[src/rtl/wb_arbiter_pkg.sv]
// ============================================================================
// Module   : wb_arbiter_pkg
// Brief    : Shared widths and entry type for the writeback arbiter slice.
// Revision : 1.0 - initial release
// ============================================================================
`default_nettype none

// Fallback values; a project-wide define.v included earlier takes precedence.
`ifndef RegWidth
`define RegWidth 32
`endif
`ifndef RegAddrWidth
`define RegAddrWidth 5
`endif

package wb_arbiter_pkg;

  localparam int c_reg_w  = `RegWidth;
  localparam int c_addr_w = `RegAddrWidth;

  typedef logic [c_addr_w-1:0] reg_addr_t;
  typedef logic [c_reg_w-1:0]  reg_data_t;

  typedef struct packed {
    logic      live;
    reg_addr_t addr;
    reg_data_t data;
  } ll_entry_t;

  // r0 is hardwired, so writes to it are suppressed along with stale entries.
  function automatic logic is_real_write(input logic live, input reg_addr_t addr);
    return live && (addr != '0);
  endfunction

endpackage

`default_nettype wire

[src/rtl/wb_ll_queue.sv]
// ============================================================================
// Module   : wb_ll_queue
// Brief    : DEPTH-entry FIFO of long-latency results with per-entry live bit
//            and an address-match invalidate port.
// Revision : 1.0 - initial release
// ============================================================================
`default_nettype none

module wb_ll_queue
  import wb_arbiter_pkg::*;
#(
  parameter int DEPTH = 2
) (
  input  logic                   clk,
  input  logic                   rst,
  input  logic                   push,
  input  ll_entry_t              push_entry,
  input  logic                   pop,
  input  logic                   inv_en,
  input  reg_addr_t              inv_addr,
  output ll_entry_t              head,
  output logic [$clog2(DEPTH):0] count
);

  localparam int c_ptr_w = $clog2(DEPTH);
  localparam int c_cnt_w = c_ptr_w + 1;

  logic [c_ptr_w-1:0] r_wr_ptr;
  logic [c_ptr_w-1:0] r_rd_ptr;
  logic [c_cnt_w-1:0] r_count;
  logic [DEPTH-1:0]   r_live;
  logic [DEPTH-1:0]   w_live_nxt;
  reg_addr_t          r_addr [DEPTH];
  reg_data_t          r_data [DEPTH];

  always_ff @(posedge clk) begin
    if (!rst) begin
      r_wr_ptr <= '0;
      r_rd_ptr <= '0;
      r_count  <= '0;
    end else begin
      if (push) r_wr_ptr <= r_wr_ptr + c_ptr_w'(1);
      if (pop)  r_rd_ptr <= r_rd_ptr + c_ptr_w'(1);
      case ({push, pop})
        2'b10:   r_count <= r_count + c_cnt_w'(1);
        2'b01:   r_count <= r_count - c_cnt_w'(1);
        default: r_count <= r_count;
      endcase
    end
  end

  always_ff @(posedge clk) begin
    if (push) begin
      r_addr[r_wr_ptr] <= push_entry.addr;
      r_data[r_wr_ptr] <= push_entry.data;
    end
  end

  // A fresh push overrides any invalidate aimed at the same slot; the caller
  // already folds the same-cycle address match into push_entry.live.
  generate
    for (genvar i = 0; i < DEPTH; i++) begin : g_live
      assign w_live_nxt[i] =
          (push && (r_wr_ptr == c_ptr_w'(i))) ? push_entry.live :
          (inv_en && (r_addr[i] == inv_addr)) ? 1'b0 : r_live[i];
    end
  endgenerate

  always_ff @(posedge clk) begin
    if (!rst) r_live <= '0;
    else      r_live <= w_live_nxt;
  end

  assign head  = {r_live[r_rd_ptr], r_addr[r_rd_ptr], r_data[r_rd_ptr]};
  assign count = r_count;

endmodule

`default_nettype wire

[src/rtl/wb_arbiter.sv]
// ============================================================================
// Module   : wb_arbiter
// Brief    : Register-file writeback arbiter: main pipeline has priority,
//            long-latency results are queued and issued in idle slots.
// Revision : 1.0 - initial release
// ============================================================================
`default_nettype none

module wb_arbiter
  import wb_arbiter_pkg::*;
#(
  parameter int DEPTH      = 2,
  parameter int STARVE_LIM = 3
) (
  input  logic                clk,
  input  logic                rst,
  input  logic                pipe_wb_en,
  input  logic [c_addr_w-1:0] pipe_wb_addr,
  input  logic [c_reg_w-1:0]  pipe_wb_data,
  input  logic                ll_valid,
  output logic                ll_ready,
  input  logic [c_addr_w-1:0] ll_addr,
  input  logic [c_reg_w-1:0]  ll_data,
  output logic                write_en,
  output logic [c_addr_w-1:0] write_addr,
  output logic [c_reg_w-1:0]  write_data,
  output logic                pipe_stall
);

  localparam int c_cnt_w = $clog2(DEPTH) + 1;
  localparam int c_age_w = $clog2(STARVE_LIM + 1);
  localparam logic [c_cnt_w-1:0] c_depth   = c_cnt_w'(DEPTH);
  localparam logic [c_age_w-1:0] c_age_lim = c_age_w'(STARVE_LIM);

  logic [c_cnt_w-1:0] w_count;
  logic               w_empty;
  logic               w_push;
  logic               w_pop;
  ll_entry_t          w_push_entry;
  ll_entry_t          w_head;

  logic               r_write_en;
  reg_addr_t          r_write_addr;
  reg_data_t          r_write_data;
  logic               r_pipe_stall;
  logic [c_age_w-1:0] r_age;

  assign ll_ready = (w_count < c_depth);
  assign w_empty  = (w_count == '0);
  assign w_push   = ll_valid && ll_ready;
  // Pop decision uses the registered count, so a push into an empty queue waits a cycle.
  assign w_pop    = !pipe_wb_en && !w_empty;

  assign w_push_entry.live = !(pipe_wb_en && (ll_addr == pipe_wb_addr));
  assign w_push_entry.addr = ll_addr;
  assign w_push_entry.data = ll_data;

  wb_ll_queue #(
    .DEPTH (DEPTH)
  ) u_queue (
    .clk        (clk),
    .rst        (rst),
    .push       (w_push),
    .push_entry (w_push_entry),
    .pop        (w_pop),
    .inv_en     (pipe_wb_en),
    .inv_addr   (pipe_wb_addr),
    .head       (w_head),
    .count      (w_count)
  );

  always_ff @(posedge clk) begin
    if (!rst) begin
      r_write_en   <= 1'b0;
      r_write_addr <= '0;
      r_write_data <= '0;
    end else if (pipe_wb_en) begin
      r_write_en   <= is_real_write(1'b1, pipe_wb_addr);
      r_write_addr <= pipe_wb_addr;
      r_write_data <= pipe_wb_data;
    end else if (w_pop) begin
      r_write_en   <= is_real_write(w_head.live, w_head.addr);
      r_write_addr <= w_head.addr;
      r_write_data <= w_head.data;
    end else begin
      r_write_en   <= 1'b0;
    end
  end

  always_ff @(posedge clk) begin
    if (!rst) begin
      r_age        <= '0;
      r_pipe_stall <= 1'b0;
    end else begin
      if (w_pop || w_empty)      r_age <= '0;
      else if (r_age != c_age_lim) r_age <= r_age + c_age_w'(1);
      r_pipe_stall <= (r_age == c_age_lim) && !w_pop;
    end
  end

  assign write_en   = r_write_en;
  assign write_addr = r_write_addr;
  assign write_data = r_write_data;
  assign pipe_stall = r_pipe_stall;

endmodule

`default_nettype wire

[config.mk]
export PLATFORM = sky130hd
export DESIGN_NAME = wb_arbiter
export DESIGN_NICKNAME = d
export VERILOG_FILES = /design/src/rtl/wb_arbiter_pkg.sv /design/src/rtl/wb_ll_queue.sv /design/src/rtl/wb_arbiter.sv
export SDC_FILE = /design/constraint.sdc
export NUM_CORES = 1
export LEC_CHECK = 0
export ABC_AREA = 1
export BUFFER_PORTS_ARGS = -buffer_cell sky130_fd_sc_hd__clkbuf_2
export CAP_MARGIN = 30
export CORE_MARGIN = 1
export CORE_UTILIZATION = 30
export CTS_CLUSTER_SIZE = 20
export DETAILED_ROUTE_END_ITERATION = 10
export PLACE_DENSITY = 0.53
export SYNTH_ARGS = -nofsm -noshare
export SYNTH_HDL_FRONTEND = slang
export SYNTH_SLANG_ARGS = --single-unit
export TNS_END_PERCENT = 10
[constraint.sdc]
create_clock -name clk -period 1.6 [get_ports clk]
set_input_delay 0.08 -clock clk [delete_from_list [all_inputs] [get_ports clk]]
set_output_delay 0.08 -clock clk [all_outputs]
set_load 0.02 [all_outputs]
* Word level (Yosys, flattened, before mapping)
Memory sizes are Yosys's and may differ from the RTL's. A register that Yosys moved wholly into a read port is not among the register bits.
Index checks and enable logic that the tools add are counted.
W data, S select, Z words.
** Storage, ports and cells
- Latch bits :: 0
- RAM bits :: 74
- Input bits :: 78
- Output and inout bits :: 40
- Bits in registers :: 47
- Memories :: 2
- Logic and storage cells :: 69
- Bits in read-only memories :: 0
** Memory list
- u_queue.r_data :: words 2, width 32, read ports 1, clocked after Yosys merged registers in 1, write ports 1, line wb_ll_queue.sv:34 : reg_data_t r_data [DEPTH];
- u_queue.r_addr :: words 2, width 5, read ports 3, clocked after Yosys merged registers in 1, write ports 1, line wb_ll_queue.sv:33 : reg_addr_t r_addr [DEPTH];
** Operators by class
- Multiplexer cells :: 19
- Order comparisons :: 2
- Shift operators :: 0
- $mul :: 0
- Bitwise gates (word level) :: 2
- Add/subtract/negate cells :: 5
- Div/mod/pow operators :: 0
- Reductions and logical operators :: 22
- Equality and inequality tests :: 7
** Operators with widths (count)
- $mux W32 :: 2
- $eq A5 B5 Y1 :: 3
- $mux W1 :: 14
- $mux W5 :: 2
- $reduce_bool A5 Y1 :: 2
- $logic_and A1 B1 Y1 :: 9
- $reduce_bool A2 Y1 :: 4
- $add A2 B1 Y2 const B :: 2
- $eq A2 B2 Y1 const B :: 2
- $logic_not A1 Y1 :: 4
- $pmux W2 S2 :: 1
- $add A1 B1 Y1 const B :: 2
- $eq A2 B1 Y1 const B :: 1
- $logic_not A2 Y1 :: 1
- $lt A1 B2 Y1 const B :: 1
- $lt A2 B2 Y1 const B :: 1
- $ne A2 B2 Y1 const B :: 1
- $not A1 Y1 :: 2
- $reduce_or A2 Y1 :: 1
- $sub A2 B1 Y2 const B :: 1
- $logic_or A1 B1 Y1 :: 1

* Depth between registers and ports, before layout
Gate-level depths: netlist of run 1.
- Word-level depth :: 5
- Gate-level depth with buffers :: 8
- Mapped depth without buffers :: 7

* Hierarchy
From an unflattened synthesis of run 1, not the netlist that was laid out.
** Second synthesis, totals
- Cells, all modules :: 537
- Area, all modules :: 5372.7 um^2
** By module, submodules not included
- wb_ll_queue :: area an instance 3291.9 um^2, instances 1, sequential area each 2362.3 um^2, cells each 207
- wb_arbiter :: area an instance 2080.7 um^2, instances 1, sequential area each 820.8 um^2, cells each 330

* Worst setup path before layout of run 1
OpenSTA, ideal clock, no wires.
- Path kind :: register -> register
- Start point :: register u_queue.r_count[1], in the netlist u_queue.count[1]
- End point :: memory u_queue.r_addr[0][0] (netlist bit) (enable)
- Path slack :: -0.250 ns
- Buffers on the path :: 0
- Required time :: 1.208 ns
- Data arrival time :: 1.458 ns
- Stages on the path, launching flop included :: 4
- Period minus slack after synthesis :: 1.850 ns
- Path through :: dfxtp_1 > inv_1 > nand3_1 > inv_1
** On the way
- Longest elaborated chain between the ends :: 4
** RTL lines
- from (decl) :: line wb_ll_queue.sv:30 : logic [c_cnt_w-1:0] r_count;
- from (signal assigned) :: line wb_ll_queue.sv:45 : 2'b10: r_count <= r_count + c_cnt_w'(1);
- from (signal assigned) :: line wb_ll_queue.sv:46 : 2'b01: r_count <= r_count - c_cnt_w'(1);
- from (signal assigned) :: line wb_ll_queue.sv:47 : default: r_count <= r_count;
- $lt A2 B2 Y1 :: line wb_arbiter.sv:48 : assign ll_ready = (w_count < c_depth);
- net ll_ready :: line wb_arbiter.sv:21 : output logic ll_ready,
- $logic_and A1 B1 Y1 :: line wb_arbiter.sv:50 : assign w_push = ll_valid && ll_ready;
- $mux W1 :: line wb_ll_queue.sv:53 : if (push) begin
- $mux W1 (not written as such) :: line wb_ll_queue.sv:54 : r_addr[r_wr_ptr] <= push_entry.addr;
- to (decl) :: line wb_ll_queue.sv:33
The timed path passes the listed nets, and every way through them passes these cells.

* Final worst setup path of run 1
- Start point :: register u_queue.r_count[0], in the netlist u_queue.count[0]
- End point :: register u_queue.r_count[1], in the netlist u_queue.count[1]
** On the way
- Longest elaborated chain between the ends :: 5
- Elaborated cells on any way between the ends :: 11
** RTL lines
- parallel branches: the longest is 5 deep, another holds $lt A2 B2 Y1
Several ways; the timed one is not identified.
A chain may end at the register's enable or synchronous reset.

==> results.py, run 1 <==
metrics = {
    "critical_path": {
        "critPathSlowestCell": "dfxtp_1",
        "path_buf_inv": 0,
        "crit_chain": "nor2_4 > nor2_4 > ha_1 > a21oi_1 > o21ai_1 > o21ai_1 > a21oi_1",
        "cp_top_family": "compound AO/OA/AOI/OAI gates",
        "max_stage_delay_ns": 0.36,
        "path_max_fanout": 4,
        "start_kind": "register",
        "end_kind": "register",
        "cp_data_arrival_time_ns": 1.75,
        "path_class": "register to register",
        "worstPathRequired_ns": 1.89,
    },
    "global_route": {
        "grtUsageTotal_pct": 16.9,
        "grt_pass1_vias": 4097,
        "antenna_found_initial": 0,
        "grt-ovfl-total": 0,
        "grt_pass1_wl_um": 21200,
        "grt_max_degree": 31,
    },
    "logic_synthesis": {
        "synth_xor_area_share_pct": 0.352,
        "yosys.area_share.adder_pct": 0.503,
        "synth_top_family_by_area": "simple AND/OR/NAND/NOR gates",
        "postSynthCellCount": 484,
        "syn-num-nets": 564,
        "syn_avg_cell_area_um2": 10.3,
        "synth_warnings": 0,
        "syn-cell-area_um2": 4980,
        "synthTopCellsByArea": "edfxtp_1, dfxtp_1, nand2_1",
        "synthSimpleGateAreaFrac_pct": 15.4,
        "seq_area_frac_synth_pct": 64.0,
        "yosys.area.top_type_share_pct": 44.7,
        "yosysUniqueCellTypes": 28,
        "synth_compound_area_share_pct": 14.0,
        "synth_seq_cells": 122,
        "synth.area.mux_share_pct": 0.226,
        "yosys.area.top_type": "edfxtp_1",
    },
    "finish": {
        "most-common-layout-cells": "clkbuf_2, nand2_1, edfxtp_1, dlygate4sd3_1",
        "drive_gt1_share_pct": 29.1,
        "design_area_um2": 7210,
        "area_growth_pct": 44.8,
        "final_cells": 913,
        "nNetsFinal": 764,
        "final_common_cell": "clkbuf_2",
        "final_util_pct": 44.9,
        "insertedDiodeCount": 0,
    },
    "power": {
        "power.density_nw_per_um2": 1470,
        "peakVddDrop_uv": 804,
        "p_comb_share_pct": 25.2,
        "clkPwrFrac_pct": 35.4,
        "pwr-share-seq_pct": 39.4,
        "leakagePower_uw": 0.00308,
        "switching_share_pct": 30.4,
        "intPower_uw": 7370,
        "switchingPower_uw": 3220,
    },
    "timing": {
        "final_hold_viol_count": 0,
        "maxSlewViolCount": 0,
        "fmaxAchievable_ghz": 0.686,
        "fin_skew_ns": 0.00632,
        "max_slew_margin_pct": 77.1,
        "worst_pin_slew_ns": 0.343,
        "final-setup-viol-count": 0,
        "rsz0062_at_grt": "false",
        "min_period_ns": 1.46,
        "tns_ns": 0,
        "timing.final.crit_share_pct": 91.1,
    },
    "floorplan": {
        "die_h_um": 131,
        "io_pins": 118,
        "start_util_pct": 31.0,
        "die_w_um": 131,
        "core_area_um2": 16100,
        "rows": 46,
        "die_area_um2": 17100,
    },
    "route": {
        "drc_errors": 0,
        "drt_iter0_drc": 213,
        "via_count": 4135,
        "first_pass_iters": 4,
        "postRouteAntennaNets": 0,
        "wl_um": 13500,
        "routedWlPerCell_um": 14.8,
        "viasPerCell": 4.53,
    },
    "placed_design": {
        "post-dp-hpwl_um": 8910,
        "placed_cell_area_um2": 5900,
        "portBuffers": 117,
        "gp_congestion": 0.855,
        "dp.cells": 809,
    },
    "hold_path": {
        "holdCritPathClass": "primary input to register",
    },
    "clock_network": {
        "insertion_delay_ns": 0.41,
        "clk_pin_slew_ns": 0.05,
        "h-tree-depth": 4,
        "clk_path_buf_depth": 2,
        "root_buffer": "clkbuf_16",
        "clock_sinks": 122,
        "cts_buffers": 17,
        "tritoncts": "done",
    },
    "outcome": {
        "outcome": "finished clean",
    },
    "flow_run": {
        "cap_violations": 0,
    },
}
## registers in the layout (all words and copies together) (netlist names), named ones only
register          flops
u_queue.r_live        2
write_en              1
u_queue.r_wr_ptr      1
u_queue.r_addr       10
r_age                 2
pipe_stall            1
u_queue.count         2
u_queue.r_data       64
write_addr            5
u_queue.r_rd_ptr      1
write_data           32
## path summary, 6_finish.rpt
| check | startpoint | endpoint | slack [ns] | cells after the start |
|---|---|---|---|---|
| worst max register to register | u_queue.count[0] | u_queue.count[1] | 0.14 | 7 |
| worst max-delay path | u_queue.count[0] | u_queue.count[1] | 0.14 | 7 |
| worst min register to register | u_queue.r_wr_ptr | u_queue.r_wr_ptr | 0.48 | 2 |
| worst min-delay path | ll_valid | u_queue.r_wr_ptr | 0.03 | 3 |
## worst register-to-register path, cell delays in order (launching register included)
cell and delay, ns:
dfxtp_1 0.36, nor2_4 0.17, nor2_4 0.05, ha_1 0.32, a21oi_1 0.13, o21ai_1 0.12
o21ai_1 0.15, a21oi_1 0.05
## power groups by stage
stage	combinational, µW	sequential [µW]	clock, µW
after floorplan	1350	4450	0
after global placement	2500	4210	0
after detailed placement	2560	4220	0
after CTS	2710	4160	3850
after global routing	2970	4230	3990
final	2670	4170	3750
## cell usage after synthesis
cell type  count
inv_1         37
o211ai_1      33
xor2_1         2
clkinv_1       1
nand2_2        1
nand2_1      102
nor4_1         1
or2_2         32
a31oi_1        8
clkbuf_2       1
buf_2          5
clkbuf_1      11
mux2_2         1
nor3_1         1
a21oi_1       48
o21ai_0       28
nand3_1       14
dfxtp_1       48
buf_6          1
nand4_1        1
edfxtp_1      74
ha_1           2
buf_1          1
buf_4          5
inv_2          2
nor2_4         2
nor2_1        18
o21ai_1        4
## metal layers
metal / track usage [%] / routed length [µm]
met5: 0 / 0
met4: 6.42 / 263
met3: 4.44 / 493
met2: 28.0 / 6410
met1: 21.2 / 6360
## area by class of cell
cell class	instances	area (µm²)
Clock buffer	17	425
Fill cell	1517	8850
Multi-Input combinational cell	298	1520
Tap cell	216	270
Sequential cell	122	3180
Inverter	40	158
Timing Repair Buffer	205	1490
Clock inverter	15	158
## logic make-up after synthesis
family / Yosys count
compound gates: 121
mux: 1
fa+ha+maj: 2
flops: 122
simple gates: 172
buf+inv: 64
xor+xnor: 2
## through the flow
step	hold slack [ns]	worst slack [ns]	total power [µW]
after CTS	0.00245	0.0600	10700
after global routing	0.0299	0.0223	11200
final	0.0294	0.142	10600
after floorplan	0.179	-0.0150	5790
after detailed placement	0.276	0.0781	6780
after global placement	0.274	0.241	6710
## timing repair
action,4_1_cts,5_1_grt
hold buffers,72,0
setup endpoints to repair,0,1
hold endpoints to repair,109,0
setup buffers,0,0
resized for setup,0,3
(Power assumes the default switching activity.)
==> run 2, diff against run 1 <==
- PLACE_DENSITY: 0.53 -> 0.61
==> run 2 against run 1 <==
Effect of this change: flip-flop and latch count stayed put; via count is 0.19% higher; power is 1.3% lower; routed wire length is 1.8% lower; die area stayed put; fmax is 5.6% lower; hold slack worse by 0.0067 ns; clock-buffer cell count is 6 higher; first-iteration DRC count is 6.6% higher.
==> results.py, run 2 (synthesis gave the netlist of run 1 again) <==
metrics = {
    "outcome": {
        "outcome": "finished clean",
    },
    "clock_network": {
        "clk_pin_slew_ns": 0.05,
        "clock_sinks": 122,
        "clk_path_buf_depth": 2,
        "root_buffer": "clkbuf_16",
        "h-tree-depth": 4,
        "insertion_delay_ns": 0.41,
        "tritoncts": "done",
        "cts_setup_buffers": 0,
        "cts_buffers": 17,
    },
    "finish": {
        "final_common_cell": "clkbuf_2",
        "insertedDiodeCount": 0,
        "largest_reg_flops": 64,
        "top_register": "u_queue.r_data",
        "most-common-layout-cells": "clkbuf_2, nand2_1, edfxtp_1, dlygate4sd3_1",
        "area_growth_pct": 43.7,
        "drive_gt1_share_pct": 28.8,
        "final_util_pct": 44.5,
        "nNetsFinal": 761,
        "n_fill_cell": 1524,
    },
    "floorplan": {
        "die_area_um2": 17100,
        "io_pins": 118,
        "die_h_um": 131,
        "die_w_um": 131,
        "rows": 46,
        "start_util_pct": 31.0,
        "core_area_um2": 16100,
    },
    "timing": {
        "timing.final.crit_share_pct": 96.5,
        "hold_slack_ns": 0.0227,
        "fin_skew_ns": 0.00579,
        "worst_pin_slew_ns": 0.373,
        "tns_ns": 0,
        "final-setup-viol-count": 0,
        "max_slew_margin_pct": 74.9,
        "rsz0062_at_grt": "false",
        "fmaxAchievable_ghz": 0.647,
        "final_hold_viol_count": 0,
        "maxSlewViolCount": 0,
        "fin_ws_ns": 0.0556,
        "min_period_ns": 1.54,
    },
    "hold_path": {
        "min_to": "u_queue.r_wr_ptr",
        "holdCritPathClass": "primary input to register",
        "whs_path_depth": 3,
        "worstHoldStart": "ll_valid",
    },
    "route": {
        "drc_errors": 0,
        "drt_iter0_drc": 227,
        "first_pass_iters": 4,
        "via_count": 4143,
        "postRouteAntennaNets": 0,
        "viasPerCell": 4.55,
        "wl_um": 13300,
        "routedWlPerCell_um": 14.6,
    },
    "placed_design": {
        "post-dp-hpwl_um": 8600,
        "gp_congestion": 0.823,
        "pre_cts_slack_ns": 0.112,
        "portBuffers": 117,
    },
    "critical_path": {
        "timing.rr.start": "u_queue.count[0]",
        "r2r_cells": 7,
        "start_kind": "register",
        "crit_chain": "nor2_4 > nor2_4 > ha_1 > a21oi_1 > o21ai_0 > o21ai_0 > a21oi_1",
        "end_kind": "register",
        "critPathSlowestCell": "dfxtp_1",
        "path_max_fanout": 4,
        "max_stage_delay_ns": 0.36,
        "r2r-end": "u_queue.count[1]",
        "worstPathRequired_ns": 1.89,
        "path_class": "register to register",
        "reg2reg_slack_ns": 0.06,
        "startpoint": "u_queue.count[0]",
        "cp_data_arrival_time_ns": 1.83,
    },
    "power": {
        "total_power_uw": 10500,
        "power.density_nw_per_um2": 1460,
        "peakVddDrop_uv": 811,
        "leakagePower_uw": 0.00306,
    },
    "flow_run": {
        "cap_violations": 0,
    },
    "global_route": {
        "grt_pass1_wl_um": 20900,
        "antenna_found_initial": 0,
        "grtUsageTotal_pct": 16.5,
        "grt_pass1_vias": 4272,
        "grt_max_degree": 39,
        "grt-ovfl-total": 0,
    },
}
[run 2: what timing repair did]
item,4_1_cts,5_1_grt
endpoints found under the hold margin,108,0
endpoints found under the setup margin,0,1
hold buffers,71,0
resized for setup,0,1
[run 2: critical path: cells and delay by family, from the launching register on]
| family | cells | cell delay [ns] |
|---|---|---|
| simple gates | 2 | 0.22 |
| fa+ha+maj | 1 | 0.33 |
| flops | 1 | 0.36 |
| compound gates | 4 | 0.52 |
[run 2: metal layers]
layer  track usage, %  up-vias  share of wire (%)
met1             19.4     1932                 44
met5                0        -                  0
met3             4.56       19                5.0
met4             7.10        0                2.1
li1                 -     2062                  -
met2             28.1      130                 49
[run 2: worst max path at each step]
stage | endpoint | cells past startpoint
6_report | u_queue.count[1] | 7
5_1_grt | u_queue.count[1] | 7
4_1_cts | u_queue.count[1] | 7
3_5_place_dp | u_queue.count[1] | 7
3_3_place_gp | u_queue.count[1] | 7
2_1_floorplan | u_queue.r_addr[1][0] | 3
[run 2: layout make-up]
class                           count  area (µm²)  share of cell area (%)
Multi-Input combinational cell    298        1520                    21.3
Inverter                           40         158                    2.20
Clock inverter                      9        95.1                    1.33
Sequential cell                   122        3180                    44.5
Clock buffer                       23         469                    6.56
Tap cell                          216         270                    3.78
Timing Repair Buffer              202        1450                    20.3
[run 2: power by group]
group	switching, µW	internal (µW)
Clock	1310	2360
Combinational	1610	1010
Sequential	241	3920
Total	3160	7300
[run 2: metrics by stage]
step	cells	area, µm²
detailed placement	807	5880
global route	910	7150
finish	910	7150
global placement	807	5880
CTS	910	7150
floorplan	484	4990
==> run 3, diff against run 2 <==
- SYNTH_HIERARCHICAL: default -> 1
==> run 3 against run 2 <==
Effect of this change: clock skew rose by 0.0012 ns; critical path depth fell by 1; synthesized area rose by 8.0%; non-clock buffer count fell by 11; highest routed layer unchanged.
==> results.py, run 3 <==
metrics = {
    "critical_path": {
        "path_class": "register to register",
        "reg2reg_slack_ns": 0.11,
        "cp_data_arrival_time_ns": 1.81,
        "r2r-end": "u_queue/count[1]",
        "start_kind": "register",
        "path_buf_inv": 1,
        "timing.rr.start": "u_queue/count[1]",
        "max_stage_delay_ns": 0.36,
        "r2r_cells": 6,
        "path_max_fanout": 5,
        "end_kind": "register",
        "cpMostUsedCell": "nor2_1",
        "crit_chain": "nor2_1 > inv_1 > ha_1 > nor2_1 > a21oi_1 > nor3_1",
        "worstPathRequired_ns": 1.93,
        "cp_top_family": "simple AND/OR/NAND/NOR gates",
        "critPathSlowestCell": "dfxtp_1",
    },
    "placed_design": {
        "gp_congestion": 0.824,
        "dp.cells": 869,
        "portBuffers": 117,
        "post-dp-hpwl_um": 8400,
    },
    "logic_synthesis": {
        "postSynthCellCount": 537,
        "yosys.area.top_type_share_pct": 41.4,
        "synth-main-ff-cell": "edfxtp_1",
        "synthArstFlopShare_pct": 0,
        "yosys.area.top_type": "edfxtp_1",
        "synth_most_common_cell": "nand2_1",
        "synth_warnings": 6,
        "synth_seq_cells": 122,
        "synthTopCellsByArea": "edfxtp_1, dfxtp_1, nand2_1",
        "synth_edf_count": 74,
        "syn-cell-area_um2": 5370,
        "seq_area_frac_synth_pct": 59.2,
        "ys_top_cells_by_count": "nand2_1, nor2_1, edfxtp_1",
        "yosysUniqueCellTypes": 30,
        "syn-num-nets": 617,
        "syn_avg_cell_area_um2": 10.0,
    },
    "power": {
        "power.density_nw_per_um2": 1530,
        "pwr-share-seq_pct": 37.4,
        "clkPwrFrac_pct": 34.7,
        "leakagePower_uw": 0.00334,
        "total_power_uw": 11300,
        "p_comb_share_pct": 28.0,
        "switching_share_pct": 29.9,
        "switchingPower_uw": 3390,
        "peakVddDrop_uv": 793,
        "intPower_uw": 7960,
    },
    "route": {
        "viasPerCell": 4.29,
        "postRouteAntennaNets": 0,
        "drc_errors": 0,
        "routedWlPerCell_um": 13.3,
        "wl_um": 12800,
        "via_count": 4123,
        "first_pass_iters": 4,
        "drt_iter0_drc": 201,
    },
    "global_route": {
        "grt_max_degree": 38,
        "antenna_found_initial": 0,
        "grt_pass1_wl_um": 20500,
        "grtUsageTotal_pct": 14.9,
        "grt-ovfl-total": 0,
        "grt_pass1_vias": 4055,
    },
    "clock_network": {
        "root_buffer": "clkbuf_16",
        "clk_pin_slew_ns": 0.05,
        "cts_setup_buffers": 0,
        "cts_hold_buf": 59,
        "clk_path_buf_depth": 2,
        "h-tree-depth": 4,
        "clock_sinks": 122,
        "insertion_delay_ns": 0.41,
        "tritoncts": "done",
        "cts.repair.resized": 0,
        "cts_buffers": 17,
    },
    "floorplan": {
        "die_area_um2": 18400,
        "start_util_pct": 30.8,
        "core_area_um2": 17400,
        "io_pins": 118,
        "die_w_um": 136,
        "die_h_um": 136,
        "rows": 48,
    },
    "flow_run": {
        "cap_violations": 0,
    },
    "hold_path": {
        "holdCritPathClass": "primary input to register",
        "min_to": "write_data[31]",
        "worstHoldStart": "pipe_wb_data[31]",
        "whs_path_depth": 5,
    },
    "timing": {
        "final_hold_viol_count": 0,
        "max_slew_margin_pct": 65.8,
        "timing.final.crit_share_pct": 93.0,
        "final-setup-viol-count": 0,
        "worst_pin_slew_ns": 0.513,
        "fin_skew_ns": 0.00699,
        "maxSlewViolCount": 0,
        "rsz0062_at_grt": "false",
        "min_period_ns": 1.49,
        "fmaxAchievable_ghz": 0.672,
    },
    "finish": {
        "drive_gt1_share_pct": 27.1,
        "most-common-layout-cells": "nand2_1, clkbuf_2, nor2_1, edfxtp_1, dlygate4sd3_1",
        "final_common_cell": "nand2_1",
        "final_cells": 960,
        "final_util_pct": 42.6,
        "area_growth_pct": 38.2,
        "insertedDiodeCount": 0,
        "top_register": "u_queue/r_data",
        "largest_reg_flops": 64,
        "nNetsFinal": 802,
    },
    "outcome": {
        "outcome": "finished clean",
    },
}
[run 3: cell types whose count changed in the layout (fill, tap and decap cells not counted), moves of 8 or more]
cell and delta:
nor2_1 +70, a21oi_1 -39, o211ai_1 -33, nand3_1 -8
a31oi_1 -8, dlygate4sd3_1 -12, nand2_1 +58, mux2_4 +30
o21ai_1 +8, or2_2 -32
[run 3: layout make-up]
type                       count  area (µm²)
sequential                   122        3180
clock inverter                13         175
multi-input combinational    357        1850
fill                        1691        9990
clock buffer                  19         433
inverter                      33         130
timing repair buffer         191        1380
tap                          225         282
[run 3: worst max path at each step]
stage,depth (start not counted),slack [ns],to,from
5_1_grt,6,0.01,u_queue/count[1],u_queue/count[1]
4_1_cts,6,0.10,u_queue/count[1],u_queue/count[1]
3_3_place_gp,6,0.17,u_queue/count[1],u_queue/count[1]
2_1_floorplan,6,-0.04,u_queue/r_live[0],u_queue/count[1]
3_5_place_dp,6,0.14,u_queue/count[1],u_queue/count[1]
6_report,6,0.11,u_queue/count[1],u_queue/count[1]
[run 3: cell families after synthesis]
family,count (synthesis),share of synthesized area (%)
AND/OR/NAND/NOR,262,18.8
buffers and inverters,58,6.52
AO/OA/AOI/OAI,57,5.43
XOR/XNOR,3,0.489
multiplexers,33,9.01
adder cells (fa/ha/maj),2,0.466
flip-flops,122,59.2
[run 3: routing by layer]
layer | share of wire (%) | up-vias | GRT usage (%)
met5 | 0 | - | 0
met4 | 1.1 | 0 | 4.87
met3 | 4.9 | 13 | 3.77
met2 | 47 | 104 | 24.5
met1 | 47 | 1875 | 18.9
li1 | - | 2131 | -
[run 3: worst reg2reg max path, stage by stage, from the launching register on]
cell     delay (ns)
dfxtp_1        0.36
nor2_1         0.20
inv_1          0.12
ha_1           0.33
nor2_1         0.14
a21oi_1        0.08
nor3_1         0.17
[run 3: per-stage QoR]
stage,hold slack [ns],setup WS [ns],area (µm²),TNS (ns)
2_1_floorplan,0.179,-0.0351,5380,-0.0351
3_3_place_gp,0.269,0.174,6230,0
3_5_place_dp,0.273,0.140,6230,0
4_1_cts,0.000507,0.103,7430,0
5_1_grt,0.0235,0.0145,7430,0
6_report,0.0160,0.112,7430,0
[run 3: power groups by stage]
stage               Combinational [µW]  Clock (µW)  Sequential, µW
floorplan                         1960           0            4570
global placement                  3080           0            4280
detailed placement                3090           0            4300
CTS                               3220        4020            4240
global route                      3510        4140            4290
finish                            3170        3930            4240
